File: src/rtl/wb_sysctl_if.sv
// Register-bus port of the system controller: one word-addressed access per
// cyc pulse, acknowledged one cycle later.
interface wb_sysctl_if #(
    parameter int DW = 32
);
    logic [2:0]      wb_addr;
    logic [DW-1:0]   wb_wdata;
    logic [DW/8-1:0] wb_wmsk;
    logic            wb_we;
    logic            wb_cyc;
    logic [DW-1:0]   wb_rdata;
    logic            wb_ack;

    modport master (
        output wb_addr, wb_wdata, wb_wmsk, wb_we, wb_cyc,
        input  wb_rdata, wb_ack
    );

    modport slave (
        input  wb_addr, wb_wdata, wb_wmsk, wb_we, wb_cyc,
        output wb_rdata, wb_ack
    );
endinterface

File: src/rtl/wb_sysctl.sv
// System controller: delayed warm-boot sequencer, watchdog that forces a boot
// into a fallback image, free-running cycle counter and scratch registers.
//
//   state | meaning
//   IDLE  | no boot requested
//   ARMED | boot requested, delay counter running down
//   FIRE  | boot_now asserted; terminal until reset
module wb_sysctl #(
    parameter int               DW        = 32,
    parameter int               SEL_W     = 2,
    parameter int               WDT_W     = 24,
    parameter logic [SEL_W-1:0] WDT_SEL   = 2'b01,
    parameter int               N_SCRATCH = 2
) (
    input  logic             clk,
    input  logic             rst,
    wb_sysctl_if.slave       wb,
    output logic             boot_now,
    output logic [SEL_W-1:0] boot_sel,
    output logic             wdt_fired
);
    typedef enum logic [1:0] {IDLE = 2'd0, ARMED = 2'd1, FIRE = 2'd2} state_t;

    localparam logic [2:0]  A_BOOT   = 3'd0;
    localparam logic [2:0]  A_WCTRL  = 3'd1;
    localparam logic [2:0]  A_WRLD   = 3'd2;
    localparam logic [2:0]  A_KICK   = 3'd3;
    localparam logic [2:0]  A_CYC    = 3'd4;
    localparam logic [2:0]  A_SCR0   = 3'd5;
    localparam logic [2:0]  A_SCR1   = 3'd6;
    localparam logic [15:0] KICK_KEY = 16'h4B1C;

    state_t           state_q, state_d;
    logic             ack_q, ack_d;
    logic [DW-1:0]    rdata_q, rdata_d;
    logic [SEL_W-1:0] sel_q, sel_d;
    logic [7:0]       dly_q, dly_d;
    logic             fired_q, fired_d;
    logic             en_q, en_d;
    logic [WDT_W-1:0] wdt_q, wdt_d;
    logic [WDT_W-1:0] reload_q, reload_d;
    logic [31:0]      cycles_q, cycles_d;
    logic [DW-1:0]    scratch_q [2];
    logic [DW-1:0]    scratch_d [2];

    logic          acc, wr, wr_boot, go, kick_ok, wdt_expire;
    logic [DW-1:0] rd_val;

    // Access strobe and the events it produces; a valid kick suppresses expiry.
    always_comb begin
        acc        = wb.wb_cyc & ~ack_q;
        wr         = acc & wb.wb_we;
        wr_boot    = wr && (wb.wb_addr == A_BOOT) && (state_q != FIRE);
        go         = wb.wb_wdata[2];
        kick_ok    = wr && (wb.wb_addr == A_KICK) && (wb.wb_wdata[15:0] == KICK_KEY);
        wdt_expire = en_q && (wdt_q == '0) && (state_q != FIRE) && !kick_ok;
    end

    // Boot FSM next state; watchdog expiry overrides anything software asks for.
    always_comb begin
        state_d = state_q;
        case (state_q)
            IDLE:    if (wr_boot && go) state_d = ARMED;
            ARMED: begin
                if (wr_boot)               state_d = go ? ARMED : IDLE;
                else if (dly_q == 8'd0)    state_d = FIRE;
            end
            FIRE:    state_d = FIRE;
            default: state_d = IDLE;
        endcase
        if (wdt_expire) state_d = FIRE;
    end

    // Register-file writes, delay and watchdog counters.
    always_comb begin
        sel_d     = sel_q;
        dly_d     = dly_q;
        fired_d   = fired_q | wdt_expire;
        en_d      = en_q;
        reload_d  = reload_q;
        wdt_d     = wdt_q;
        cycles_d  = cycles_q + 32'd1;
        scratch_d = scratch_q;
        if (state_q == ARMED && dly_q != 8'd0) dly_d = dly_q - 8'd1;
        if (wr_boot) begin
            sel_d = wb.wb_wdata[SEL_W-1:0];
            if (go) dly_d = wb.wb_wdata[15:8];
        end
        if (wdt_expire) sel_d = WDT_SEL;
        if (wr && wb.wb_addr == A_WCTRL) en_d = wb.wb_wdata[0];
        if (wr && wb.wb_addr == A_WRLD) reload_d = wb.wb_wdata[WDT_W-1:0];
        if (en_q && state_q != FIRE && wdt_q != '0) wdt_d = wdt_q - WDT_W'(1);
        // Reload on a good kick or on the rising edge of enable.
        if (kick_ok || (wr && wb.wb_addr == A_WCTRL && wb.wb_wdata[0] && !en_q))
            wdt_d = reload_q;
        for (int i = 0; i < 2; i++) begin
            if (i < N_SCRATCH && wr && wb.wb_addr == (A_SCR0 + 3'(i))) begin
                for (int b = 0; b < DW/8; b++) begin
                    if (wb.wb_wmsk[b]) scratch_d[i][8*b +: 8] = wb.wb_wdata[8*b +: 8];
                end
            end
        end
    end

    // Read mux; rdata is forced to zero outside the ack cycle.
    always_comb begin
        rd_val = '0;
        case (wb.wb_addr)
            A_BOOT: begin
                rd_val[SEL_W-1:0] = sel_q;
                rd_val[9:8]       = state_q;
            end
            A_WCTRL: rd_val[0]         = en_q;
            A_WRLD:  rd_val[WDT_W-1:0] = reload_q;
            A_CYC:   rd_val            = cycles_q;
            A_SCR0:  if (N_SCRATCH > 0) rd_val = scratch_q[0];
            A_SCR1:  if (N_SCRATCH > 1) rd_val = scratch_q[1];
            default: rd_val = '0;
        endcase
        ack_d   = acc;
        rdata_d = acc ? rd_val : '0;
    end

    // Outputs decoded from registered state.
    always_comb begin
        boot_now  = (state_q == FIRE);
        boot_sel  = sel_q;
        wdt_fired = fired_q;
    end

    assign wb.wb_ack   = ack_q;
    assign wb.wb_rdata = rdata_q;

    // Boot FSM state register.
    always_ff @(posedge clk) begin
        if (rst) state_q <= IDLE;
        else     state_q <= state_d;
    end

    // Bus, register-file and counter flops.
    always_ff @(posedge clk) begin
        if (rst) begin
            ack_q    <= 1'b0;
            rdata_q  <= '0;
            sel_q    <= '0;
            dly_q    <= '0;
            fired_q  <= 1'b0;
            en_q     <= 1'b0;
            wdt_q    <= '0;
            reload_q <= '1;
            cycles_q <= '0;
            for (int i = 0; i < 2; i++) scratch_q[i] <= '0;
        end else begin
            ack_q    <= ack_d;
            rdata_q  <= rdata_d;
            sel_q    <= sel_d;
            dly_q    <= dly_d;
            fired_q  <= fired_d;
            en_q     <= en_d;
            wdt_q    <= wdt_d;
            reload_q <= reload_d;
            cycles_q <= cycles_d;
            for (int i = 0; i < 2; i++) scratch_q[i] <= scratch_d[i];
        end
    end
endmodule

File: src/flat_wrapper.sv
// flat-port wrapper written by rule: the top's interface ports become plain ports
module wb_sysctl_flat 
#(
    parameter int               DW        = 32,
    parameter int               SEL_W     = 2,
    parameter int               WDT_W     = 24,
    parameter logic [SEL_W-1:0] WDT_SEL   = 2'b01,
    parameter int               N_SCRATCH = 2
)
  (clk, rst, boot_now, boot_sel, wdt_fired, wb_wb_addr, wb_wb_wdata, wb_wb_wmsk, wb_wb_we, wb_wb_cyc, wb_wb_rdata, wb_wb_ack);
  wb_sysctl_if #(.DW(DW)) wb_i ();
  input  logic clk;
  input  logic rst;
  output logic boot_now;
  output logic [SEL_W-1:0] boot_sel;
  output logic wdt_fired;
  input wire logic [$bits(wb_i.wb_addr)-1:0] wb_wb_addr;
  input wire logic [$bits(wb_i.wb_wdata)-1:0] wb_wb_wdata;
  input wire logic [$bits(wb_i.wb_wmsk)-1:0] wb_wb_wmsk;
  input wire logic [$bits(wb_i.wb_we)-1:0] wb_wb_we;
  input wire logic [$bits(wb_i.wb_cyc)-1:0] wb_wb_cyc;
  output wire logic [$bits(wb_i.wb_rdata)-1:0] wb_wb_rdata;
  output wire logic [$bits(wb_i.wb_ack)-1:0] wb_wb_ack;
  assign wb_i.wb_addr = wb_wb_addr;
  assign wb_i.wb_wdata = wb_wb_wdata;
  assign wb_i.wb_wmsk = wb_wb_wmsk;
  assign wb_i.wb_we = wb_wb_we;
  assign wb_i.wb_cyc = wb_wb_cyc;
  assign wb_wb_rdata = wb_i.wb_rdata;
  assign wb_wb_ack = wb_i.wb_ack;
  wb_sysctl #(.DW(DW), .SEL_W(SEL_W), .WDT_W(WDT_W), .WDT_SEL(WDT_SEL), .N_SCRATCH(N_SCRATCH)) u_core (.clk(clk), .rst(rst), .wb(wb_i), .boot_now(boot_now), .boot_sel(boot_sel), .wdt_fired(wdt_fired));
endmodule
File: config.mk
export PLATFORM = sky130hd
export DESIGN_NAME = wb_sysctl_flat
export DESIGN_NICKNAME = d
export VERILOG_FILES = /design/src/rtl/wb_sysctl_if.sv /design/src/rtl/wb_sysctl.sv /design/src/flat_wrapper.sv
export SDC_FILE = /design/constraint.sdc
export NUM_CORES = 1
export LEC_CHECK = 0
export ABC_AREA = 1
export BUFFER_PORTS_ARGS = -buffer_cell sky130_fd_sc_hd__clkbuf_2
export CAP_MARGIN = 20
export CORE_UTILIZATION = 34
export CTS_BUF_LIST = sky130_fd_sc_hd__clkbuf_8
export DETAILED_ROUTE_END_ITERATION = 8
export HOLD_SLACK_MARGIN = 0.06
export PLACE_DENSITY_LB_ADDON = 0.25
export SLEW_MARGIN = 10
export SYNTH_ARGS = -nofsm -noshare
export SYNTH_HDL_FRONTEND = slang
export SYNTH_SLANG_ARGS = --single-unit
File: constraint.sdc
create_clock -name clk -period 1.72 [get_ports clk]
set_clock_uncertainty 0.1 [all_clocks]
set_input_delay 0.086 -clock clk [delete_from_list [all_inputs] [get_ports clk]]
set_output_delay 0.086 -clock clk [all_outputs]
set_load 0.02 [all_outputs]
# Word level (Yosys, flattened, before mapping)
# Cells that the tools add are included.
op_classes:
  add_sub_neg: 3
  multipliers: 0
  n_div: 0
  order_cmp: 0
  eq_ne: 14
  n_shift: 0
  mux: 19
  bitwise: 5
  reduce_logical: 40
ops:
  columns: ["op", "n"]
  rows:
  - ["one-hot mux 14 bit (4 select lines)", 1]
  - ["two-way mux 24 bit", 2]
  - ["adder 32 x 1 -> 32 bit, second input constant", 1]
  - ["zero test 24 bit", 1]
  - ["two-way mux 8 bit", 3]
  - ["one-hot mux 6 bit (4 select lines)", 1]
  - ["one-hot mux 8 bit (3 select lines)", 1]
  - ["nonzero test 24 bit", 1]
  - ["subtractor 24 x 1 -> 24 bit, second input constant", 1]
  - ["AND reduction 2 bit", 10]
  - ["logical AND 1 bit", 17]
  - ["== test 16 x 15 -> 1 bit, second input constant", 1]
  - ["one-hot mux 2 bit (5 select lines)", 1]
  - ["== test 3 bit, second input constant", 3]
  - ["zero test 8 bit", 1]
  - ["two-way mux 2 bit", 4]
  - ["nonzero test 8 bit", 1]
  - ["subtractor 8 x 1 -> 8 bit, second input constant", 1]
  - ["== test 3 x 2 -> 1 bit, second input constant", 2]
  - ["!= test 3 x 1 -> 1 bit, second input constant", 2]
  - ["one-hot mux 1 bit (6 select lines)", 1]
  - ["one-hot mux 2 bit (3 select lines)", 1]
  - ["one-hot mux 1 bit (5 select lines)", 1]
  - ["!= test 4 x 1 -> 1 bit, second input constant", 1]
  - ["15 further kinds", 22]
word_totals:
  regBits: 191
  latch_bits: 0
  ram_bits: 0
  mem_bits_ro: 0
  in_bits: 43
  output_inout_bits: 37
  n_memories: 0

# Logic depth before layout (Yosys ltp)
# Gate-level depths: netlist of the first run.
depth:
  depth_word: 9
  ltp_mapped: 12
  ltp_nobuf: 12

# Worst setup path after synthesis of the first run
# Ideal clock, no wire load.
synth_timing:
  path_kind: "reg2reg"
  startpoint: "register u_core.state_q[1]"
  endpoint: "register u_core.wdt_q[12]"
  setup_ps: 110
  arrival_time_ps: 1505
  path_slack_ps: 6
  path_stages_with_launch: 11
  n_path_buf: 1
  synth_period_minus_slack_ps: 1714
  cell_sequence: "dfxtp_1 inv_1 nor2_1 nor2_1 nand2_4 nor2_1 buf_2 nand2_1 nand3_1 nand2_1 inv_1"
synth_via:
  elab_chain_len: 4
synth_lines:
  columns: ["item", "line_no", "source"]
  rows:
  - ["start: declaration", "wb_sysctl.sv:33", "state_t state_q, state_d;"]
  - ["start signal: assignment", "wb_sysctl.sv:137", "else state_q <= state_d;"]
  - ["!= test 2 bit", "wb_sysctl.sv:92", "if (en_q && state_q != FIRE && wdt_q != '0) wdt_d = wdt_q - WDT_W'(1);"]
  - ["logical AND 1 bit (2 in a row)", "wb_sysctl.sv:92", null]
  - ["nonzero test 2 bit (no source line)", null, null]
  - ["end signal: assignment", "wb_sysctl.sv:160", "wdt_q <= wdt_d;"]
  - ["end: declaration", "wb_sysctl.sv:40", "logic [WDT_W-1:0] wdt_q, wdt_d;"]
# No other way between the ends.
# A chain may end at the register's enable or synchronous reset.

# Final worst setup path of the first run
layout_timing:
  startpoint: "register u_core.cycles_q[0]"
  endpoint: "register u_core.cycles_q[24]"
layout_via:
  elab_chain_len: 1
layout_lines:
  columns: ["item", "line_no", "source"]
  rows:
  - ["start: declaration", "wb_sysctl.sv:42", "logic [31:0] cycles_q, cycles_d;"]
  - ["start signal: assignment", "wb_sysctl.sv:162", "cycles_q <= cycles_d;"]
  - ["adder 32 x 1 -> 32 bit", "wb_sysctl.sv:82", "cycles_d = cycles_q + 32'd1;"]
# No other way between the ends.

==> flow_summary.toml, run 1 <==
[synth]
async_reset_ff_share_pct = 0
yosysUniqueCellTypes = 40
synth_area_per_cell_um2 = 6.90
synth-main-ff-cell = "dfxtp_1"
synth_area_leaders = "dfxtp_1 (43%), nand2_1 (10%), nor2_1 (10%)"
ys_seq_area_share_pct = 43.2
synthDominantCellAreaShare_pct = 43.2
yosysWarnings = 0
synthesis.area_mm2 = 0.00885
synth_top_cell_by_area = "dfxtp_1"
synth_nets = 1332
synth_edf_count = 0
ys_ff_latch = 191
postSynthCellCount = 1284

[detailed_routing]
viasPerCell = 5.00
wl_met3_um = 1250
drtIter0Drc = 823
ant_nets = 0
dr.pass1.iters = 6
wl_met2_um = 13200
drc_errors = 0
dr.max_layer_used = "met4"
wire_per_inst_um = 15.4
m1WireLength_um = 13100
wl_um = 28300
num_vias = 9185

[global_route]
grtUsageTotal_pct = 21.6
antenna_found_initial = 0
grt_pass1_wl_um = 45000
overflow = 0
grt_max_degree = 87
grt_pass1_vias = 8678

[timing]
fin_ws_ns = -0.0116
hold_viol_final = 0
maxSlewViolCount = 0
finalSetupViolCount = 1
relSlewSlack_pct = 73.4
clock.fmax_mhz = 578
whs_ns = 0.0668
worst_slew_pin_slew_ns = 0.398
post-route-min-period_ns = 1.73
finalCritPeriodShare_pct = 101
rsz0062_at_grt = "yes"

[floorplanning]
start_util_pct = 35.0
io_pins = 80
die_h_um = 163
fp.coreArea_mm2 = 0.0253
row_count = 58
die_w_um = 163
dieArea_mm2 = 0.0267

[final_layout]
layout-drive-gt1-share_pct = 23.2
syn_to_final_growth_pct = 32.6
n_fill_cell = 2531
nets = 1543
diodes = 0
finish.instance_area_mm2 = 0.0117

[power]
leakage_uw = 0.00537
peakVddDrop_mv = 0.483
powerDensity_mw_per_mm2 = 759

[cts]
clk_latency_ns = 0.48
clk_pin_slew_worst_paths_ns = 0.11
htree_levels = 4
cts_tree = "done"
cts.sinks = 191
clock-root-buffer = "clkbuf_8"
cts_made_buffers = 17
cts_buffer_depth = 2

[worst_setup_path]
path_class = "reg -> reg"
r2r-start = "u_core.cycles_q[0]"
r2r_end = "u_core.cycles_q[24]"
crit_end = "u_core.cycles_q[24]"
rr_worst_depth = 8
endpoint_kind = "register"
crit_required_ns = 2.02
crit_fanout = 5
worst_ep_arrival_time_ns = 2.03
start_kind = "register"
setup.worst_path.start = "u_core.cycles_q[0]"
rrSetupSlack_ns = -0.01

[placed_design]
placed_area_mm2 = 0.0103
dp_slack_ns = -0.0658
port_buffers = 79
globalplace.congestion = 0.892
dp_hpwl_um = 20000

[run_status]
status = "finished, violations left"
violations = "setup timing"

[job]
cap_violations = 0

[hold_path]
hp-class = "in -> reg"
-- placed cells by master, fill, tap and decap left out, types with 5 or more instances in the layout --
| cell type | synthesis | final |
|---|---|---|
| buf_4 | 2 | 100 |
| nand2_1 | 238 | 222 |
| dfxtp_1 | 191 | 178 |
| inv_1 | 154 | 144 |
| clkbuf_2 | 0 | 79 |
| xnor2_1 | 6 | 5 |
| clkbuf_8 | 0 | 17 |
| dlygate4sd3_1 | 0 | 40 |
| nor2_1 | 238 | 198 |
| nand3_2 | 2 | 8 |
| a31oi_1 | 5 | 5 |
| buf_6 | 2 | 6 |
| o22ai_1 | 21 | 21 |
| nor2_2 | 9 | 30 |
| nand4_1 | 19 | 19 |
| o21ai_0 | 119 | 118 |
| nand2_2 | 1 | 15 |
| inv_2 | 2 | 7 |
| o211ai_1 | 10 | 10 |
| xor2_1 | 6 | 5 |
| buf_12 | 0 | 7 |
| nor3_1 | 16 | 16 |
| a221oi_1 | 20 | 20 |
| nor2_4 | 3 | 23 |
| dfxtp_2 | 0 | 11 |
| a21oi_1 | 66 | 64 |
| nand3_1 | 80 | 72 |
-- cells in the mapped netlist, types with 2 or more instances --
master      n
a211oi_1    2
a21oi_1    66
a221oi_1   20
a31oi_1     5
buf_2       8
buf_4       2
buf_6       2
clkbuf_1   30
clkinv_1    5
dfxtp_1   191
ha_1        5
inv_1     154
inv_2       2
nand2_1   238
nand2_4     2
nand3_1    80
nand3_2     2
nand3_4     2
nand3b_1    2
nand4_1    19
nor2_1    238
nor2_2      9
nor2_4      3
nor3_1     16
nor3b_1     3
nor4_1      3
o211ai_1   10
o21ai_0   119
o21bai_1    2
o22ai_1    21
or2_2       4
xnor2_1     6
xor2_1      6
-- worst min path at each step --
stage,start,end,slack (ns),cells past startpoint
floorplan,wb_wb_wdata[8],u_core.reload_q[8],0.11,2
global placement,wb_wb_wdata[29],u_core.scratch_q[29],0.23,3
detailed placement,wb_wb_wdata[25],u_core.scratch_q[57],0.24,3
CTS,wb_wb_wmsk[0],u_core.scratch_q[32],0.06,6
global route,wb_wb_wmsk[0],u_core.scratch_q[34],0.07,6
finish,wb_wb_wmsk[0],u_core.scratch_q[32],0.07,6
-- metal layers --
metal  vias to the layer above  track usage [%]
met4                         0             7.73
li1                       4606                -
met2                       252             34.8
met5                         -                0
met1                      4288             29.2
met3                        39             3.28
-- timing repair --
item                       in CTS  in global routing
hold buffers                   40                  0
pin swaps                      14                 35
hold endpoints to repair      120                  0
setup endpoints to repair      43                109
buffers inserted                4                  7
gates cloned                    1                  1
gates resized for setup        36                109
-- final cells by class --
type | instances | area (um^2) | area share (%)
Clock buffer | 17 | 234 | 1.99
Clock inverter | 14 | 203 | 1.73
Inverter | 161 | 624 | 5.32
Multi-Input combinational cell | 890 | 4630 | 39.4
Sequential cell | 191 | 3840 | 32.8
Tap cell | 330 | 413 | 3.52
Timing Repair Buffer | 234 | 1790 | 15.3
-- cell families after synthesis --
logic type | Yosys count | synth area share [%]
flip-flops | 191 | 43.2
AND/OR/NAND/NOR | 623 | 30.1
multiplexers | 1 | 0.127
AO/OA/AOI/OAI | 248 | 15.7
buffers and inverters | 204 | 9.02
adder cells (fa/ha/maj) | 5 | 0.707
XOR/XNOR | 12 | 1.19
-- power breakdown --
group | internal [uW] | switching, uW | total (uW)
Sequential | 4480 | 39.6 | 4520
Clock | 1610 | 1730 | 3330
Combinational | 447 | 614 | 1060
-- worst max-delay path, stage by stage, from the launching register on --
cell	delay [ns]
dfxtp_2	0.36
ha_2	0.20
nand2_2	0.09
nor2_4	0.13
nand2_2	0.08
nor2_4	0.15
nand4_1	0.11
or2_2	0.29
a21oi_1	0.15
-- flip-flops by register name, summed over array words and instances (netlist names), 2 cells and up --
name,cells
u_core.reload_q,24
u_core.boot_sel,2
u_core.dly_q,8
u_core.scratch_q,64
u_core.cycles_q,32
u_core.state_q,2
u_core.wdt_q,24
u_core.wb.wb_rdata,32
-- through the flow --
step | TNS, ns | cells | total power, uW | util, %
2_1_floorplan | 0 | 1284 | 5100 | -
3_3_place_gp | -0.340 | 1753 | 5490 | 40.7
3_5_place_dp | -1.26 | 1753 | 5500 | 40.7
4_1_cts | 0 | 1829 | 8880 | 44.6
5_1_grt | -0.543 | 1837 | 9260 | 46.3
6_report | -0.0116 | 1837 | 8910 | 46.3
(Power assumes the default switching activity.)
==> inputs of run 2 (changes only) <==
--- a/config.mk
+++ b/config.mk
@@ -13,6 +13,7 @@
 export DETAILED_ROUTE_END_ITERATION = 8
 export HOLD_SLACK_MARGIN = 0.06
 export PLACE_DENSITY_LB_ADDON = 0.25
+export SKIP_LAST_GASP = 1
 export SLEW_MARGIN = 10
 export SYNTH_ARGS = -nofsm -noshare
 export SYNTH_HDL_FRONTEND = slang
==> flow_summary.toml, run 2 (synthesized netlist as in run 1, its figures left out) <==
[power]
powerDensity_mw_per_mm2 = 759
peakVddDrop_mv = 0.480
leakage_uw = 0.00537

[floorplanning]
die_w_um = 163
fp.coreArea_mm2 = 0.0253
row_count = 58
dieArea_mm2 = 0.0267
io_pins = 80
die_h_um = 163
start_util_pct = 35.0

[final_layout]
multi_input_area_mm2 = 0.00463
syn_to_final_growth_pct = 32.7
register_area_mm2 = 0.00385
regMostFlops = "u_core.scratch_q"
diodes = 0
largest_register_ffs = 64
finish.instance_area_mm2 = 0.0117
nets = 1543
layout-drive-gt1-share_pct = 23.3
mostFrequentLayoutCells = "nand2_1 (222), nor2_1 (199), dfxtp_1 (177)"
n_fill_cell = 2531
final_common_cell = "nand2_1"

[worst_setup_path]
rrSetupSlack_ns = 0.02
endpoint_kind = "register"
rr_worst_depth = 8
crit_fanout = 5
crit_end = "u_core.cycles_q[24]"
start_kind = "register"
max_stage_delay_ns = 0.36
r2r-start = "u_core.cycles_q[0]"
path_class = "reg -> reg"
r2r_end = "u_core.cycles_q[24]"
worst_ep_arrival_time_ns = 2.01
path_cells = "ha_2 -> nand2_2 -> nor2_4 -> nand2_2 -> nor2_4 -> nand4_1 -> or2_2 -> a21oi_1"
crit_required_ns = 2.02
setup.worst_path.start = "u_core.cycles_q[0]"
cp_slowest_cell = "dfxtp_2"

[detailed_routing]
dr.pass1.iters = 5
viasPerCell = 4.98
wl_um = 28300
ant_nets = 0
num_vias = 9153
drtIter0Drc = 816
drc_errors = 0
wire_per_inst_um = 15.4

[timing]
hold_viol_final = 0
rsz0062_at_grt = "yes"
post-route-min-period_ns = 1.70
clock.fmax_mhz = 587
finalCritPeriodShare_pct = 99.1
whs_ns = 0.0615
worst_slew_pin_slew_ns = 0.388
maxSlewViolCount = 0
finalSetupViolCount = 0
fin_tns_setup_ns = 0
relSlewSlack_pct = 74.1

[global_route]
grt_max_degree = 87
grt_pass1_wl_um = 45000
antenna_found_initial = 0
grt_pass1_vias = 8675
grtUsageTotal_pct = 21.6
overflow = 0

[hold_path]
min_path_cells = 6
min_from = "wb_wb_wmsk[0]"
hp-class = "in -> reg"

[cts]
clk_pin_slew_worst_paths_ns = 0.11
cts_tree = "done"
htree_levels = 4
clock-root-buffer = "clkbuf_8"
cts_made_buffers = 17
clk_latency_ns = 0.48
cts_buffer_depth = 2
cts.sinks = 191

[placed_design]
dp_hpwl_um = 20000
placed_area_mm2 = 0.0103
port_buffers = 79
globalplace.congestion = 0.892

[run_status]
status = "completed"

[job]
cap_violations = 0
## run 2: repair_timing
action                     in CTS  in global routing
pin swaps                      11                 37
setup endpoints to repair      43                109
buffers inserted                4                  7
hold buffers                   40                  0
gates resized for setup        33                115
gates cloned                    1                  1
hold endpoints to repair      120                  0
## run 2: final cells by class
cell class / instances / share of cell area (%)
Clock buffer: 17 / 1.99
Clock inverter: 14 / 1.73
Inverter: 161 / 5.34
Multi-Input combinational cell: 890 / 39.4
Sequential cell: 191 / 32.7
Tap cell: 330 / 3.51
Timing Repair Buffer: 234 / 15.3
## run 2: worst max-delay path: cells and delay by family, from the launching register on
| kind | cells | cell delay (ns) |
|---|---|---|
| compound gates | 1 | 0.13 |
| simple gates | 6 | 0.86 |
| fa+ha+maj | 1 | 0.20 |
| flops | 1 | 0.36 |
## run 2: routing by layer
layer / share of wire, % / vias up / GRT usage [%]
met5: 0 / - / 0
met1: 46 / 4280 / 29.2
met2: 47 / 222 / 34.8
met4: 2.6 / 0 / 7.73
li1: - / 4611 / -
met3: 4.3 / 40 / 3.28
## run 2: metrics by stage
stage | utilization, % | worst slack (ns) | power [uW] | std cells
after floorplan | - | 0.00556 | 5100 | 1284
after global placement | 40.7 | -0.0302 | 5490 | 1753
after CTS | 44.6 | -0.0236 | 8880 | 1829
final | 46.4 | 0.0159 | 8920 | 1837
after detailed placement | 40.7 | -0.0658 | 5500 | 1753
after global routing | 46.4 | -0.0535 | 9260 | 1837
## run 2: how the worst min path moves through the flow
stage / end
3_5_place_dp: u_core.scratch_q[57]
4_1_cts: u_core.scratch_q[32]
2_1_floorplan: u_core.reload_q[8]
3_3_place_gp: u_core.scratch_q[29]
5_1_grt: u_core.scratch_q[34]
6_report: u_core.scratch_q[32]
## run 2: report_power, final
part	switching [uW]	internal, uW
Combinational	614	447
Clock	1730	1610
Sequential	40.2	4480
==> inputs of run 3 (changes only) <==
--- a/config.mk
+++ b/config.mk
@@ -8,11 +8,13 @@
 export ABC_AREA = 1
 export BUFFER_PORTS_ARGS = -buffer_cell sky130_fd_sc_hd__clkbuf_2
 export CAP_MARGIN = 20
+export CELL_PAD_IN_SITES_DETAIL_PLACEMENT = 1
+export CELL_PAD_IN_SITES_GLOBAL_PLACEMENT = 1
 export CORE_UTILIZATION = 34
 export CTS_BUF_LIST = sky130_fd_sc_hd__clkbuf_8
 export DETAILED_ROUTE_END_ITERATION = 8
 export HOLD_SLACK_MARGIN = 0.06
-export PLACE_DENSITY_LB_ADDON = 0.25
+export PLACE_DENSITY = 0.65
 export SKIP_LAST_GASP = 1
 export SLEW_MARGIN = 10
 export SYNTH_ARGS = -nofsm -noshare
==> flow_summary.toml, run 3 (synthesized netlist as in run 1, its figures left out) <==
[run_status]
status = "finished, violations left"
violations = "setup timing"

[worst_setup_path]
crit_family = "simple AND/OR/NAND/NOR gates"
rrSetupSlack_ns = -0.06
endpoint_kind = "register"
max_stage_delay_ns = 0.34
setup.worst_path.start = "u_core.wb.wb_ack"
path_class = "reg -> reg"
r2r_end = "u_core.wdt_q[4]"
crit_fanout = 20
cp_slowest_cell = "dfxtp_2"
start_kind = "register"
path_cells = "inv_2 -> nand3_4 -> buf_12 -> nor2_4 -> nand3_4 -> nand2_4 -> buf_12 -> inv_12 -> nand2_8 -> nand2_1 -> a21oi_2"
cp_num_buf_inv = 4
crit_end = "u_core.wdt_q[4]"
path_depth = 11
worst_ep_arrival_time_ns = 2.10
r2r-start = "u_core.wb.wb_ack"
crit_required_ns = 2.03
rr_worst_depth = 11

[power]
finalPower_uw = 8910
leakage_uw = 0.00573
powerDensity_mw_per_mm2 = 721
peakVddDrop_mv = 0.496

[final_layout]
fin_util_pct = 48.8
finish.instance_area_mm2 = 0.0124
largest_register_ffs = 64
final-instance-count-excl-fill = 1898
nets = 1603
diodes = 0
multi_input_area_mm2 = 0.00475
layout-drive-gt1-share_pct = 27.9
syn_to_final_growth_pct = 39.7
final_common_cell = "nand2_1"
mostFrequentLayoutCells = "nand2_1 (215), nor2_1 (199), dfxtp_1 (178)"
regMostFlops = "u_core.scratch_q"
register_area_mm2 = 0.00384
n_fill_cell = 3212

[floorplanning]
start_util_pct = 35.0
die_w_um = 163
fp.coreArea_mm2 = 0.0253
row_count = 58
die_h_um = 163
io_pins = 80
dieArea_mm2 = 0.0267

[global_route]
grt_max_degree = 52
overflow = 0
grt_pass1_wl_um = 51700
grt_pass1_vias = 9850
antenna_found_initial = 0
grtUsageTotal_pct = 25.0

[timing]
hold_viol_final = 0
fin_ws_ns = -0.0630
relSlewSlack_pct = 55.7
rsz0062_at_grt = "yes"
maxSlewViolCount = 0
worst_slew_pin_slew_ns = 0.665
finalSetupViolCount = 34
finalCritPeriodShare_pct = 104
post-route-min-period_ns = 1.78
clock.fmax_mhz = 561

[placed_design]
globalplace.congestion = 0.859
port_buffers = 79
dp_hpwl_um = 24200
placed_area_mm2 = 0.0106
dp_slack_ns = -0.334
dp_cells = 1800

[cts]
cts.sinks = 191
clk_latency_ns = 0.48
cts_made_buffers = 17
clock-root-buffer = "clkbuf_8"
htree_levels = 4
cts_tree = "done"
clk_pin_slew_worst_paths_ns = 0.12
cts_buffer_depth = 2

[detailed_routing]
wire_per_inst_um = 17.8
num_vias = 9572
ant_nets = 0
drc_errors = 0
drtIter0Drc = 485
dr.pass1.iters = 5
wl_um = 33800
viasPerCell = 5.04

[hold_path]
hp-class = "in -> reg"

[job]
cap_violations = 0
-- run 3: cell types whose count changed in the layout (fill, tap and decap cells not counted), sizes merged --
cell | previous run | this run
clkbuf | 97 | 98
clkinv | 7 | 5
dlygate4sd3 | 40 | 41
bufinv | 4 | 0
buf | 114 | 170
inv | 161 | 169
clkdlybuf4s15 | 0 | 1
-- run 3: tightest hold or removal path, delay by kind of cell --
family / cells / cell delay [ns]
simple gates: 3 / 0.21
buf+inv: 3 / 0.45
-- run 3: metal layers --
| metal | GRT usage [%] | part of all wire (%) | vias up | routed length [um] |
|---|---|---|---|---|
| met3 | 4.49 | 3.0 | 41 | 1010 |
| li1 | - | - | 4726 | - |
| met5 | 0 | 0 | - | 0 |
| met4 | 7.18 | 2.1 | 0 | 721 |
| met1 | 31.2 | 45 | 4655 | 15300 |
| met2 | 43.6 | 50 | 150 | 16800 |
-- run 3: timing repair --
| item | 4_1_cts | 5_1_grt |
|---|---|---|
| setup buffers | 8 | 14 |
| gates cloned | 2 | 3 |
| endpoints found under the hold margin | 107 | 2 |
| gates resized for setup | 70 | 134 |
| hold buffers | 40 | 1 |
| setup endpoints to repair | 95 | 113 |
| pin swaps | 16 | 44 |
-- run 3: area by class of cell --
class                           instances  share of cell area (%)
Clock buffer                           17                    1.89
Multi-Input combinational cell        890                    38.4
Inverter                              161                    5.20
Timing Repair inverter                  1                  0.0303
Tap cell                              330                    3.34
Clock inverter                         15                    1.55
Timing Repair Buffer                  293                    18.5
Sequential cell                       191                    31.1
-- run 3: stage by stage --
step	TNS, ns	hold WS [ns]
floorplan	0	0.112
global placement	-5.43	0.235
detailed placement	-9.05	0.241
CTS	-0.00203	-0.284
global route	-4.75	0.191
finish	-1.24	0.198
-- run 3: how the worst min path moves through the flow --
stage	from	end	cells after the start	slack, ns
final	wb_wb_wmsk[2]	u_core.scratch_q[18]	6	0.20
after global routing	wb_wb_wmsk[2]	u_core.scratch_q[21]	6	0.19
after CTS	wb_wb_wdata[31]	u_core.scratch_q[63]	3	-0.28
after detailed placement	wb_wb_wdata[26]	u_core.scratch_q[26]	3	0.24
after global placement	wb_wb_wdata[24]	u_core.scratch_q[24]	3	0.23
after floorplan	wb_wb_wdata[8]	u_core.reload_q[8]	2	0.11
-- run 3: power by group --
part | switching [uW] | internal (uW)
combinational | 663 | 476
clock | 2080 | 1170
sequential | 39.4 | 4480
total | 2780 | 6130
